### src/rtl/vga_sync_rx_if.sv
// Sync inputs and recovered-timing outputs of the VGA sync receiver.
// master: timing source / consumer side; slave: the receiver itself.
interface vga_sync_rx_if;
    logic       VGA_HS;
    logic       VGA_VS;
    logic [9:0] pixel_x;
    logic [9:0] pixel_y;
    logic       de;
    logic       frame_start;
    logic       locked;
    logic [7:0] err_count;

    modport master (
        output VGA_HS, VGA_VS,
        input  pixel_x, pixel_y, de, frame_start, locked, err_count
    );

    modport slave (
        input  VGA_HS, VGA_VS,
        output pixel_x, pixel_y, de, frame_start, locked, err_count
    );
endinterface

### src/rtl/vga_sync_rx.sv
// VGA sync receiver: rebuilds h/v position from HS/VS, checks 640x480@60 timing, reports lock.
// Define VGA_RX_ERRCNT_EN to build the saturating lock-loss counter; otherwise err_count is 0.
//
// state  | meaning
// SEARCH | waiting for a VS edge to start framing
// TRACK  | counting consecutive good frames toward lock
// LOCKED | timing confirmed, de and coordinates valid
module vga_sync_rx #(
    parameter int H_TOTAL     = 800,
    parameter int V_TOTAL     = 525,
    parameter int H_ACT_START = 144,
    parameter int H_ACTIVE    = 640,
    parameter int V_ACT_START = 35,
    parameter int V_ACTIVE    = 480,
    parameter int LOCK_FRAMES = 2
) (
    input  logic          VGA_CLK2,
    input  logic          reset,
    vga_sync_rx_if.slave  bus
);

    typedef enum logic [1:0] {SEARCH, TRACK, LOCKED} state_t;

    localparam logic [10:0] H_TOTAL_W = 11'(H_TOTAL);
    localparam logic [10:0] V_TOTAL_W = 11'(V_TOTAL);
    localparam logic [10:0] H_ACT_LO  = 11'(H_ACT_START);
    localparam logic [10:0] H_ACT_HI  = 11'(H_ACT_START + H_ACTIVE);
    localparam logic [10:0] V_ACT_LO  = 11'(V_ACT_START);
    localparam logic [10:0] V_ACT_HI  = 11'(V_ACT_START + V_ACTIVE);
    localparam logic [3:0]  LOCK_W    = 4'(LOCK_FRAMES);

    state_t     state, state_nxt;
    logic [2:0] good_cnt, good_nxt;
    logic       hs_q, vs_q;
    logic       hs_fall, vs_fall;
    logic [9:0] h_count, v_count;
    logic       bad_line;
    logic       line_ok, frame_ok, h_sat;
    logic       h_act, v_act;
    logic       frame_start_q;

    assign hs_fall = hs_q & ~bus.VGA_HS;
    assign vs_fall = vs_q & ~bus.VGA_VS;

    // 11-bit sums keep h_count+1 = 1024 from wrapping onto a small total
    assign line_ok  = (({1'b0, h_count} + 11'd1) == H_TOTAL_W);
    assign h_sat    = (h_count == 10'd1023);
    assign frame_ok = (({1'b0, v_count} + 11'd1) == V_TOTAL_W) && !bad_line
                      && !(hs_fall && !line_ok);

    always_ff @(posedge VGA_CLK2 or negedge reset) begin
        if (!reset) begin
            hs_q          <= 1'b1;
            vs_q          <= 1'b1;
            h_count       <= '0;
            v_count       <= '0;
            bad_line      <= 1'b0;
            frame_start_q <= 1'b0;
        end else begin
            hs_q          <= bus.VGA_HS;
            vs_q          <= bus.VGA_VS;
            frame_start_q <= vs_fall;

            if (hs_fall)
                h_count <= '0;
            else if (!h_sat)
                h_count <= h_count + 10'd1;

            if (vs_fall)
                v_count <= '0;
            else if (hs_fall && (v_count != 10'd1023))
                v_count <= v_count + 10'd1;

            if (vs_fall)
                bad_line <= 1'b0;
            else if (hs_fall && !line_ok)
                bad_line <= 1'b1;
        end
    end

    always_ff @(posedge VGA_CLK2 or negedge reset) begin
        if (!reset) begin
            state    <= SEARCH;
            good_cnt <= '0;
        end else begin
            state    <= state_nxt;
            good_cnt <= good_nxt;
        end
    end

    always_comb begin
        state_nxt = state;
        good_nxt  = good_cnt;
        case (state)
            SEARCH: begin
                if (!h_sat && vs_fall) begin
                    state_nxt = TRACK;
                    good_nxt  = '0;
                end
            end
            TRACK: begin
                if (h_sat) begin
                    state_nxt = SEARCH;
                    good_nxt  = '0;
                end else if (vs_fall) begin
                    if (!frame_ok) begin
                        good_nxt = '0;
                    end else if (({1'b0, good_cnt} + 4'd1) == LOCK_W) begin
                        state_nxt = LOCKED;
                        good_nxt  = '0;
                    end else begin
                        good_nxt = good_cnt + 3'd1;
                    end
                end
            end
            LOCKED: begin
                if ((hs_fall && !line_ok) || (vs_fall && !frame_ok) || h_sat) begin
                    state_nxt = SEARCH;
                    good_nxt  = '0;
                end
            end
            default: begin
                state_nxt = SEARCH;
                good_nxt  = '0;
            end
        endcase
    end

`ifdef VGA_RX_ERRCNT_EN
    logic [7:0] err_cnt_q;
    logic       err_inc;

    assign err_inc = (state == LOCKED) && (state_nxt == SEARCH);

    always_ff @(posedge VGA_CLK2 or negedge reset) begin
        if (!reset)
            err_cnt_q <= '0;
        else if (err_inc && (err_cnt_q != 8'hFF))
            err_cnt_q <= err_cnt_q + 8'd1;
    end

    assign bus.err_count = err_cnt_q;
`else
    assign bus.err_count = 8'd0;
`endif

    assign h_act = ({1'b0, h_count} >= H_ACT_LO) && ({1'b0, h_count} < H_ACT_HI);
    assign v_act = ({1'b0, v_count} >= V_ACT_LO) && ({1'b0, v_count} < V_ACT_HI);

    assign bus.locked      = (state == LOCKED);
    assign bus.de          = bus.locked && h_act && v_act;
    assign bus.pixel_x     = bus.de ? (h_count - H_ACT_LO[9:0]) : 10'd0;
    assign bus.pixel_y     = bus.de ? (v_count - V_ACT_LO[9:0]) : 10'd0;
    assign bus.frame_start = frame_start_q;

endmodule

### src/flat_wrapper.sv
// flat-port wrapper written by rule: the top's interface ports become plain ports
module vga_sync_rx_flat 
#(
    parameter int H_TOTAL     = 800,
    parameter int V_TOTAL     = 525,
    parameter int H_ACT_START = 144,
    parameter int H_ACTIVE    = 640,
    parameter int V_ACT_START = 35,
    parameter int V_ACTIVE    = 480,
    parameter int LOCK_FRAMES = 2
)
  (VGA_CLK2, reset, bus_VGA_HS, bus_VGA_VS, bus_pixel_x, bus_pixel_y, bus_de, bus_frame_start, bus_locked, bus_err_count);
  vga_sync_rx_if bus_i ();
  input  logic VGA_CLK2;
  input  logic reset;
  input wire logic [$bits(bus_i.VGA_HS)-1:0] bus_VGA_HS;
  input wire logic [$bits(bus_i.VGA_VS)-1:0] bus_VGA_VS;
  output wire logic [$bits(bus_i.pixel_x)-1:0] bus_pixel_x;
  output wire logic [$bits(bus_i.pixel_y)-1:0] bus_pixel_y;
  output wire logic [$bits(bus_i.de)-1:0] bus_de;
  output wire logic [$bits(bus_i.frame_start)-1:0] bus_frame_start;
  output wire logic [$bits(bus_i.locked)-1:0] bus_locked;
  output wire logic [$bits(bus_i.err_count)-1:0] bus_err_count;
  assign bus_i.VGA_HS = bus_VGA_HS;
  assign bus_i.VGA_VS = bus_VGA_VS;
  assign bus_pixel_x = bus_i.pixel_x;
  assign bus_pixel_y = bus_i.pixel_y;
  assign bus_de = bus_i.de;
  assign bus_frame_start = bus_i.frame_start;
  assign bus_locked = bus_i.locked;
  assign bus_err_count = bus_i.err_count;
  vga_sync_rx #(.H_TOTAL(H_TOTAL), .V_TOTAL(V_TOTAL), .H_ACT_START(H_ACT_START), .H_ACTIVE(H_ACTIVE), .V_ACT_START(V_ACT_START), .V_ACTIVE(V_ACTIVE), .LOCK_FRAMES(LOCK_FRAMES)) u_core (.VGA_CLK2(VGA_CLK2), .reset(reset), .bus(bus_i));
endmodule
### config.mk
export PLATFORM = sky130hd
export DESIGN_NAME = vga_sync_rx_flat
export DESIGN_NICKNAME = d
export VERILOG_FILES = /design/src/rtl/vga_sync_rx_if.sv /design/src/rtl/vga_sync_rx.sv /design/src/flat_wrapper.sv
export SDC_FILE = /design/constraint.sdc
export NUM_CORES = 1
export LEC_CHECK = 0
export ABC_AREA = 0
export CELL_PAD_IN_SITES_DETAIL_PLACEMENT = 0
export CELL_PAD_IN_SITES_GLOBAL_PLACEMENT = 1
export CORE_MARGIN = 2
export CORE_UTILIZATION = 43
export CTS_CLUSTER_SIZE = 30
export DETAILED_ROUTE_END_ITERATION = 8
export PLACE_DENSITY_LB_ADDON = 0.1
export SKIP_CTS_REPAIR_TIMING = 1
export SYNTH_ARGS = -nofsm -noshare
export SYNTH_HDL_FRONTEND = slang
export SYNTH_SLANG_ARGS = --single-unit
### constraint.sdc
create_clock -name VGA_CLK2 -period 7.1 [get_ports VGA_CLK2]
set_clock_uncertainty 0.15 [all_clocks]
set_input_delay 1.42 -clock VGA_CLK2 [delete_from_list [all_inputs] [get_ports VGA_CLK2]]
set_output_delay 1.42 -clock VGA_CLK2 [all_outputs]
set_load 0.05 [all_outputs]
# --- Word-level counts from Yosys, hierarchy flattened ---
# Index checks and enable logic that the tools add are counted.
classes:
  addsub: 8
  n_bitwise: 4
  eq_ne: 13
  reduce_logical: 22
  muxes: 22
  n_lt_le_gt_ge: 4
ops:
  columns: ["cell", "count"]
  rows:
  - ["10-bit two-way mux", 6]
  - ["10-bit by 1-bit adder with 11-bit output (second input constant)", 2]
  - ["11-bit by 10-bit equality test with 1-bit output (second input constant)", 2]
  - ["10-bit by 1-bit adder with 10-bit output (second input constant)", 2]
  - ["10-bit less-than comparator (second input constant)", 2]
  - ["3-bit two-way mux", 6]
  - ["2-bit two-way mux", 6]
  - ["10-bit equality test (second input constant)", 1]
  - ["10-bit by 6-bit greater-or-equal comparator with 1-bit output (second input constant)", 1]
  - ["10-bit by 8-bit greater-or-equal comparator with 1-bit output (second input constant)", 1]
  - ["1-bit logical AND", 10]
  - ["10-bit inequality test (second input constant)", 1]
  - ["10-bit by 6-bit subtractor with 10-bit output (second input constant)", 1]
  - ["10-bit by 8-bit subtractor with 10-bit output (second input constant)", 1]
  - ["3-bit by 1-bit inequality test with 1-bit output (second input constant)", 3]
  - ["3-bit case mux with 3 select lines", 1]
  - ["2-bit case mux with 3 select lines", 1]
  - ["1-bit logical NOT", 5]
  - ["5-bit AND reduction", 1]
  - ["3-bit by 1-bit adder with 4-bit output (second input constant)", 1]
  - ["4-bit by 2-bit equality test with 1-bit output (second input constant)", 1]
  - ["2-bit by 1-bit inequality test with 1-bit output (second input constant)", 2]
  - ["2-bit nonzero test", 2]
  - ["3-bit by 1-bit adder with 3-bit output (second input constant)", 1]
  - ["other kinds (9)", 13]
word_totals:
  elab_cells: 81
  output_inout_bits: 31
  regBits: 29
  inputBits: 4

# --- Logic depth before layout (Yosys ltp) ---
# Gate-level depths: netlist of the first run.
logic_depth:
  word_depth: 12
  mapped_depth: 10
  ltp_nobuf: 8

# --- Worst setup path after synthesis of the first run ---
# OpenSTA, ideal clock, no wires.
synth_timing:
  path_kind: "register to output"
  from: "reg u_core.v_count[0]"
  to: "out bus_pixel_x[7]"
  path_stages_with_launch: 8
  arrival_time_ns: 2.885
  path_buffers: 2
  setup_slack_ns: 2.645
  t_required_ns: 5.530
  cell_sequence: "dfrtp_1 ha_1 clkbuf_1 or4_1 o22ai_1 nand4_1 clkbuf_1 nor3_1"
synth_via:
  elab_chain_cells: 4
  elab_cells_between_ends: 5
  cone_classes: "order compare: 2; mux: 1; reduce/logical: 2"
synth_lines:
  columns: ["element", "line_no", "text"]
  rows:
  - ["start, declared", "vga_sync_rx.sv:36", "logic [9:0] h_count, v_count;"]
  - ["start signal, assigned", "vga_sync_rx.sv:72", "v_count <= v_count + 10'd1;"]
  - ["10-bit by 6-bit greater-or-equal comparator with 1-bit output / 10-bit less-than comparator (equally long branches)", "vga_sync_rx.sv:148", "assign v_act = ({1'b0, v_count} >= V_ACT_LO) && ({1'b0, v_count} < V_ACT_HI);"]
  - ["1-bit logical AND (*)", "vga_sync_rx.sv:148", null]
  - ["1-bit logical AND (*)", "vga_sync_rx.sv:151", "assign bus.de = bus.locked && h_act && v_act;"]
  - ["10-bit two-way mux (*)", "vga_sync_rx.sv:152", "assign bus.pixel_x = bus.de ? (h_count - H_ACT_LO[9:0]) : 10'd0;"]
  - ["end, declared", "flat_wrapper.sv:18", "output wire logic [$bits(bus_i.pixel_x)-1:0] bus_pixel_x;"]
# Every way passes the cells marked *; elsewhere a longest branch is shown, timed or not.

# --- Worst setup path after layout of the first run ---
# Ends and elaborated chain as after synthesis.

==> reports/summary.json, run 1 <==
{
  "critical_path.reg2reg.startpoint": {"value": "u_core.h_count[4]$_DFFE_PN0P_"},
  "timing.hold.worst_path_depth": {"value": 2},
  "detailroute.via_count": {"value": 1800},
  "relSlewSlack": {"value": 42.2, "unit": "%"},
  "clock_edge_transition_at_the_registers_on_the_reported_setup_and_hold_paths": {"value": 0.07, "unit": "ns"},
  "seq_area": {"value": 728, "unit": "um2"},
  "cpPeakStageDelay": {"value": 0.85, "unit": "ns"},
  "reg2regPathDepth": {"value": 8},
  "vdd_drop_max": {"value": 0.0926, "unit": "mV"},
  "num-nets-final": {"value": 299},
  "critical_path_peak_fanout": {"value": 21},
  "multi_input_gate_area": {"value": 0.00125, "unit": "mm2"},
  "power-per-cell-area": {"value": 166, "unit": "mW/mm2"},
  "ff2ff_setup_slack": {"value": 4.25, "unit": "ns"},
  "skew_pair_late_insertion_delay": {"value": 0.28, "unit": "ns"},
  "final_hold_viol_count": {"value": 0},
  "synth_top_cell_by_area": {"value": "sky130_fd_sc_hd__dfrtp_1"},
  "grt_setup_unrepaired": {"value": "no"},
  "slowest_stage": {"value": "sky130_fd_sc_hd__clkdlybuf4s50_1"},
  "yosysWarnings": {"value": 0},
  "hold_path.class": {"value": "reg -> reg"},
  "global_route.overflow_total": {"value": 0},
  "synth_enable_flop_cells": {"value": 0},
  "die-area": {"value": 0.00573, "unit": "mm2"},
  "grt_antenna_before_repair": {"value": 0},
  "finish.cell_count_without_fillers": {"value": 357},
  "timing.critical_path.buf_inv": {"value": 1},
  "cts_tree": {"value": "built"},
  "initial_utilization": {"value": 43.8, "unit": "%"},
  "avgSynthCellArea": {"value": 8.09, "unit": "um2"},
  "antenna_diode_count": {"value": 0},
  "fillCellCount": {"value": 513},
  "fp.dieW": {"value": 75.7, "unit": "um"},
  "ctsHtreeMaxLevel": {"value": 2},
  "setup_tns": {"value": 0, "unit": "ns"},
  "drt_pass1_iterations": {"value": 4},
  "dpl.cell_count": {"value": 349},
  "timing.critical_path.to_type": {"value": "output pin"},
  "die_extent_in_y": {"value": 75.7, "unit": "um"},
  "synthToLayoutAreaGrowth": {"value": 12.8, "unit": "%"},
  "post-synth-top-area-fraction": {"value": 30.6, "unit": "%"},
  "dpl_cell_area": {"value": 0.00240, "unit": "mm2"},
  "setup.worst_path.start_class": {"value": "flop"},
  "finalWirelength": {"value": 4.54, "unit": "mm"},
  "synthCells": {"value": 273},
  "layout.cell_area.non_filler": {"value": 0.00249, "unit": "mm2"},
  "layout_worst_path_cycle_share": {"value": 74.1, "unit": "%"},
  "drc": {"value": 0},
  "max_clock_freq": {"value": 190, "unit": "MHz"},
  "global_route_wire_length_before_repair": {"value": 7.55, "unit": "mm"},
  "min_from": {"value": "u_core.bad_line$_DFFE_PN0P_"},
  "synthTopCellsByArea": {"value": "sky130_fd_sc_hd__dfrtp_1 (31%), sky130_fd_sc_hd__nor2_1 (7.3%), sky130_fd_sc_hd__xnor2_1 (6.3%)"},
  "grt.total_usage": {"value": 17.6, "unit": "%"},
  "sequential_to_total_area_share_from_yosys_stat": {"value": 33.0, "unit": "%"},
  "gp_routability_congestion": {"value": 0.752},
  "asyncSetResetFlopFracSynth": {"value": 100, "unit": "%"},
  "timing.critical_path.cells": {"value": "ha_1, or4_1, o22ai_1, nand4_1, nor3_1, clkdlybuf4s50_1"},
  "run_status": {"value": "complete, no violations"},
  "share_of_cells_above_drive_strength_1": {"value": 6.62, "unit": "%"},
  "hold_path_end": {"value": "u_core.bad_line$_DFFE_PN0P_"},
  "detailedRoute.firstIterationViolations": {"value": 93},
  "pin_count_of_the_biggest_net_entering_global_routing": {"value": 30},
  "synth_seq_cells": {"value": 29},
  "synth.cells.most_frequent": {"value": "sky130_fd_sc_hd__nor2_1 (43), sky130_fd_sc_hd__dfrtp_1 (27), sky130_fd_sc_hd__nand2_1 (20)"},
  "post-route-min-period": {"value": 5.26, "unit": "ns"},
  "io-pin-count": {"value": 35},
  "clk_root_buffer_cell": {"value": "sky130_fd_sc_hd__clkbuf_8"},
  "synth_area": {"value": 0.00221, "unit": "mm2"},
  "critPathRequiredTime": {"value": 5.53, "unit": "ns"},
  "portBuffers": {"value": 26},
  "setup_ws": {"value": 1.84, "unit": "ns"},
  "cts.sinks": {"value": 29},
  "worst_flop_to_flop_path_endpoint": {"value": "u_core.good_cnt[1]$_DFFE_PN0P_"},
  "antenna_left": {"value": 0},
  "core_region_area": {"value": 0.00504, "unit": "mm2"},
  "std_cell_rows": {"value": 26},
  "critPathArrivalTime": {"value": 3.69, "unit": "ns"},
  "maxSlewViolCount": {"value": 0},
  "via_per_inst": {"value": 5.04},
  "avgRoutedWirePerCell": {"value": 12.7, "unit": "um"},
  "dp_slack": {"value": 2.08, "unit": "ns"},
  "worstMarginPinSlew": {"value": 0.864, "unit": "ns"},
  "first_global_vias": {"value": 1564},
  "setup_violations_final": {"value": 0},
  "most_common_cell_in_the_synthesized_netlist": {"value": "sky130_fd_sc_hd__nor2_1"},
  "cts.path.max_buffers": {"value": 2},
  "ys_types": {"value": 55},
  "max_cap_viol_count": {"value": 0},
  "postSynth.topFlopCell": {"value": "sky130_fd_sc_hd__dfrtp_1"},
  "place.detailed.hpwl": {"value": 3.24, "unit": "mm"},
  "critical-path-top-delay-family": {"value": "simple AND/OR/NAND/NOR gates"},
  "static-leakage-power": {"value": 1.09, "unit": "nW"},
  "setup.worst_path.class": {"value": "reg -> out"},
  "cts_buffers": {"value": 5}
}
-- worst max path at each step --
stage                                   from             end  slack, ns  cells after the start
3_3_place_gp   u_core.v_count[0]$_DFFE_PN0P_  bus_pixel_x[7]       2.21                      6
5_1_grt        u_core.v_count[0]$_DFFE_PN0P_  bus_pixel_x[7]       1.48                      9
6_report       u_core.v_count[0]$_DFFE_PN0P_  bus_pixel_x[7]       1.84                      6
3_5_place_dp   u_core.v_count[0]$_DFFE_PN0P_  bus_pixel_x[7]       2.08                      6
4_1_cts        u_core.v_count[0]$_DFFE_PN0P_  bus_pixel_x[7]       1.74                      6
2_1_floorplan  u_core.v_count[0]$_DFFE_PN0P_  bus_pixel_x[7]       2.65                      7
-- flip-flops by register name, indices dropped and copies added (netlist names) --
| signal | flops |
|---|---|
| u_core.h_count | 10 |
| u_core.v_count | 10 |
| u_core.good_cnt | 3 |
| u_core.state | 2 |
| u_core.bad_line | 1 |
| u_core.bus.frame_start | 1 |
| u_core.hs_q | 1 |
| u_core.vs_q | 1 |
-- per-stage QoR --
step / util (%) / power (mW) / hold WS, ns
4_1_cts: 49.4 / 0.416 / 0.373
5_1_grt: 49.4 / 0.439 / 0.397
3_5_place_dp: 47.6 / 0.275 / 0.360
6_report: 49.4 / 0.413 / 0.368
2_1_floorplan: - / 0.264 / 0.331
3_3_place_gp: 47.6 / 0.276 / 0.357
-- per-layer routing --
layer  up-vias  GRT usage [%]  part of all wire, %
li1        926              -                    -
met1       837           23.8                   48
met2        31           28.4                   46
met3         6           3.97                  3.9
met4         0           4.68                  1.2
met5         -              0                    0
-- area by class of cell --
type	instances	area share (%)
Multi-Input combinational cell	207	50.3
Clock buffer	8	3.62
Inverter	15	2.26
Timing Repair Buffer	28	11.0
Sequential cell	29	29.2
Tap cell	70	3.52
-- cells in the final DEF, fill, tap and decap left out, types with 3 or more instances in the layout --
master	Yosys	routed
sky130_fd_sc_hd__nor2_1	43	43
sky130_fd_sc_hd__dfrtp_1	27	27
sky130_fd_sc_hd__clkdlybuf4s50_1	0	26
sky130_fd_sc_hd__nand2_1	20	20
sky130_fd_sc_hd__xnor2_1	16	16
sky130_fd_sc_hd__inv_1	15	15
sky130_fd_sc_hd__a21oi_1	15	15
sky130_fd_sc_hd__nand3_1	12	12
sky130_fd_sc_hd__o21ai_0	10	10
sky130_fd_sc_hd__ha_1	9	9
sky130_fd_sc_hd__nor3_1	8	8
sky130_fd_sc_hd__conb_1	1	8
sky130_fd_sc_hd__nand2b_1	6	6
sky130_fd_sc_hd__nand4_1	6	6
sky130_fd_sc_hd__xor2_1	6	6
sky130_fd_sc_hd__clkbuf_8	3	6
sky130_fd_sc_hd__nor2b_1	5	5
sky130_fd_sc_hd__nor4_1	3	3
sky130_fd_sc_hd__and3_1	3	3
sky130_fd_sc_hd__or3_1	3	3
-- worst min-delay path, stage by stage (launching register included) --
cell	delay (ns)
sky130_fd_sc_hd__dfrtp_1	0.32
sky130_fd_sc_hd__inv_1	0.05
sky130_fd_sc_hd__a21oi_1	0.11
-- cell families after synthesis --
kind of cell	share of synthesized area (%)
buffers and inverters	11.4
and+or+nand+nor	28.0
DFF	33.0
muxes	0.907
xor gates and xnor gates	8.72
AOI/OAI and AO/OA	12.6
adders and majority gates	5.10
other	0.170
-- where the power goes --
| group | switching (mW) | total (mW) | internal (mW) |
|---|---|---|---|
| clock network | 0.0620 | 0.141 | 0.0789 |
| logic | 0.0446 | 0.0728 | 0.0282 |
| registers | 0.0211 | 0.200 | 0.178 |
Power figures use the tool's default switching activity.
==> run 2, diff against run 1 <==
CORE_UTILIZATION = 40   (was 43)
clock period = 5.3 ns   (was 7.1 ns; I/O delays follow)
==> reports/summary.json, run 2 (synthesis gave the netlist of run 1 again) <==
{
  "gp_routability_congestion": {"value": 0.837, "change": "+11%"},
  "slowest_stage": {"value": "sky130_fd_sc_hd__clkdlybuf4s50_1"},
  "skew_pair_late_insertion_delay": {"value": 0.28, "unit": "ns", "change": "about the same"},
  "die-area": {"value": 0.00613, "unit": "mm2", "change": "+7.1%"},
  "grt_setup_unrepaired": {"value": "no"},
  "antenna_left": {"value": 0, "change": "unchanged"},
  "hold_path.class": {"value": "reg -> reg"},
  "postLayoutCoreUtil": {"value": 46.2, "unit": "%", "change": "-3.2 points"},
  "core_region_area": {"value": 0.00541, "unit": "mm2", "change": "+7.2%"},
  "ctsHtreeMaxLevel": {"value": 2, "change": "unchanged"},
  "synthToLayoutAreaGrowth": {"value": 13.1, "unit": "%"},
  "power-per-cell-area": {"value": 217, "unit": "mW/mm2", "change": "+31%"},
  "cts_buffers": {"value": 5, "change": "unchanged"},
  "critical_path_peak_fanout": {"value": 16, "change": "-24%"},
  "timing.hold.worst_path_depth": {"value": 2, "change": "unchanged"},
  "static-leakage-power": {"value": 1.09, "unit": "nW", "change": "+0.24%"},
  "hold_path_end": {"value": "u_core.bad_line$_DFFE_PN0P_"},
  "io-pin-count": {"value": 35, "change": "unchanged"},
  "finalWirelength": {"value": 4.84, "unit": "mm", "change": "+6.5%"},
  "place.detailed.hpwl": {"value": 3.43, "unit": "mm", "change": "+5.8%"},
  "cts.sinks": {"value": 29, "change": "unchanged"},
  "pin_count_of_the_biggest_net_entering_global_routing": {"value": 30, "change": "unchanged"},
  "via_per_inst": {"value": 4.98, "change": "-1.2%"},
  "layout.cells.most_common_list": {"value": "sky130_fd_sc_hd__nor2_1 (43), sky130_fd_sc_hd__dfrtp_1 (27), sky130_fd_sc_hd__clkdlybuf4s50_1 (26), sky130_fd_sc_hd__nand2_1 (20), sky130_fd_sc_hd__xnor2_1 (16)"},
  "grt_antenna_before_repair": {"value": 0, "change": "unchanged"},
  "layout_worst_path_cycle_share": {"value": 85.9, "unit": "%"},
  "setup_tns": {"value": 0, "unit": "ns", "change": "unchanged"},
  "avgRoutedWirePerCell": {"value": 13.4, "unit": "um", "change": "+5.6%"},
  "timing.critical_path.cells": {"value": "ha_1, or4_1, o22ai_1, nand4_1, buf_4, nor3_1, clkdlybuf4s50_1"},
  "worst_flop_to_flop_path_endpoint": {"value": "u_core.good_cnt[1]$_DFFE_PN0P_"},
  "worstMarginPinSlew": {"value": 0.515, "unit": "ns", "change": "-0.349 ns"},
  "drt_pass1_iterations": {"value": 4, "change": "unchanged"},
  "final_hold_viol_count": {"value": 0, "change": "unchanged"},
  "max_clock_freq": {"value": 220, "unit": "MHz"},
  "global_route.overflow_total": {"value": 0, "change": "unchanged"},
  "share_of_cells_above_drive_strength_1": {"value": 7.64, "unit": "%", "change": "+1.0 points"},
  "portBuffers": {"value": 26, "change": "unchanged"},
  "setup.worst_path.class": {"value": "reg -> out"},
  "critPathRequiredTime": {"value": 4.09, "unit": "ns", "change": "-1.44 ns"},
  "min_from": {"value": "u_core.bad_line$_DFFE_PN0P_"},
  "std_cell_rows": {"value": 27, "change": "+3.8%"},
  "initial_utilization": {"value": 40.9, "unit": "%", "change": "-2.9 points"},
  "setup.worst_path.start_class": {"value": "flop"},
  "multi_input_gate_area": {"value": 0.00125, "unit": "mm2", "change": "unchanged"},
  "timing.critical_path.from": {"value": "u_core.v_count[0]$_DFFE_PN0P_"},
  "max_cap_viol_count": {"value": 0, "change": "unchanged"},
  "critical_path.reg2reg.startpoint": {"value": "u_core.h_count[4]$_DFFE_PN0P_"},
  "clock_edge_transition_at_the_registers_on_the_reported_setup_and_hold_paths": {"value": 0.06, "unit": "ns", "change": "about the same"},
  "setup_violations_final": {"value": 0, "change": "unchanged"},
  "detailroute.via_count": {"value": 1793, "change": "-0.39%"},
  "seq_area": {"value": 728, "unit": "um2", "change": "unchanged"},
  "maxSlewViolCount": {"value": 0, "change": "unchanged"},
  "post-route-min-period": {"value": 4.55, "unit": "ns"},
  "clk_root_buffer_cell": {"value": "sky130_fd_sc_hd__clkbuf_8"},
  "critPathArrivalTime": {"value": 3.34, "unit": "ns", "change": "-0.35 ns"},
  "antenna_diode_count": {"value": 0, "change": "unchanged"},
  "relSlewSlack": {"value": 65.6, "unit": "%", "change": "+23 points"},
  "die_extent_in_y": {"value": 78.3, "unit": "um", "change": "+3.5%"},
  "biggestRegsByFlops": {"value": "u_core.h_count: 10 flops, u_core.v_count: 10 flops, u_core.good_cnt: 3 flops"},
  "num-nets-final": {"value": 300, "change": "+0.33%"},
  "ff2ff_setup_slack": {"value": 2.41, "unit": "ns", "change": "-1.84 ns"},
  "mostFrequentLayoutCell": {"value": "sky130_fd_sc_hd__nor2_1"},
  "run_status": {"value": "complete, no violations"},
  "detailedRoute.firstIterationViolations": {"value": 75, "change": "-19%"},
  "cts.path.max_buffers": {"value": 2, "change": "unchanged"},
  "cts_tree": {"value": "built"},
  "vdd_drop_max": {"value": 0.133, "unit": "mV", "change": "+43%"},
  "timing.critical_path.to_type": {"value": "output pin"},
  "setup_ws": {"value": 0.745, "unit": "ns", "change": "-1.09 ns"},
  "cpPeakStageDelay": {"value": 0.82, "unit": "ns", "change": "-0.03 ns"},
  "worst_hold_slack": {"value": 0.371, "unit": "ns", "change": "+0.00286 ns"},
  "first_global_vias": {"value": 1632, "change": "+4.3%"},
  "grt.total_usage": {"value": 17.1, "unit": "%", "change": "-0.43 points"},
  "drc": {"value": 0, "change": "unchanged"},
  "fp.dieW": {"value": 78.3, "unit": "um", "change": "+3.5%"},
  "fillCellCount": {"value": 558, "change": "+8.8%"},
  "reg2regPathDepth": {"value": 8, "change": "unchanged"},
  "dp_slack": {"value": 1.08, "unit": "ns", "change": "-1.00 ns"},
  "global_route_wire_length_before_repair": {"value": 8.17, "unit": "mm", "change": "+8.2%"},
  "power": {"value": 543, "unit": "uW", "change": "+31%"}
}
[run 2: changes by cell type in the layout (fill, tap and decap cells not counted), sizes merged]
cell      change
clkbuf        -3
clkinv        +2
buf           +1
clkinvlp      +1
[run 2: how the worst max path moves through the flow]
stage | depth (start not counted) | slack (ns) | to
after floorplan | 7 | 1.21 | bus_pixel_x[7]
after global placement | 7 | 1.11 | bus_pixel_y[5]
after detailed placement | 7 | 1.08 | bus_pixel_y[5]
after CTS | 7 | 0.77 | bus_pixel_y[5]
after global routing | 7 | 0.53 | bus_pixel_y[5]
final | 7 | 0.75 | bus_pixel_y[5]
[run 2: power breakdown]
part	switching, mW	total [mW]	internal, mW
sequential	0.0279	0.267	0.239
combinational	0.0595	0.0972	0.0377
clock	0.0885	0.179	0.0904
total	0.176	0.543	0.367
[run 2: critical path: cells and delay by family (launching register included)]
kind                     cells  cell delay, ns
buffers and inverters        2            1.11
flip-flops                   1            0.43
AND/OR/NAND/NOR              3            0.94
adder cells (fa/ha/maj)      1            0.31
AO/OA/AOI/OAI                1            0.26
[run 2: cell type report]
class	instances	area share (%)
multi-input combinational	207	50.2
sequential	29	29.2
timing repair buffer	29	11.3
tap	72	3.61
clock buffer	5	2.76
inverter	15	2.25
clock inverter	3	0.701
[run 2: per-stage QoR]
stage               std cells  cell area (um2)
floorplan                 280             2230
global placement          352             2410
detailed placement        352             2410
CTS                       360             2500
global route              360             2500
finish                    360             2500
[run 2: routing by layer]
metal  global-route usage (%)  vias up  share of wire (%)  wire, um
li1                         -      924                  -         -
met5                        0        -                  0         0
met3                     3.91        5                2.9       142
met2                     28.5       27                 48      2340
met4                     4.74        0                1.1        54
met1                     22.4      837                 47      2300
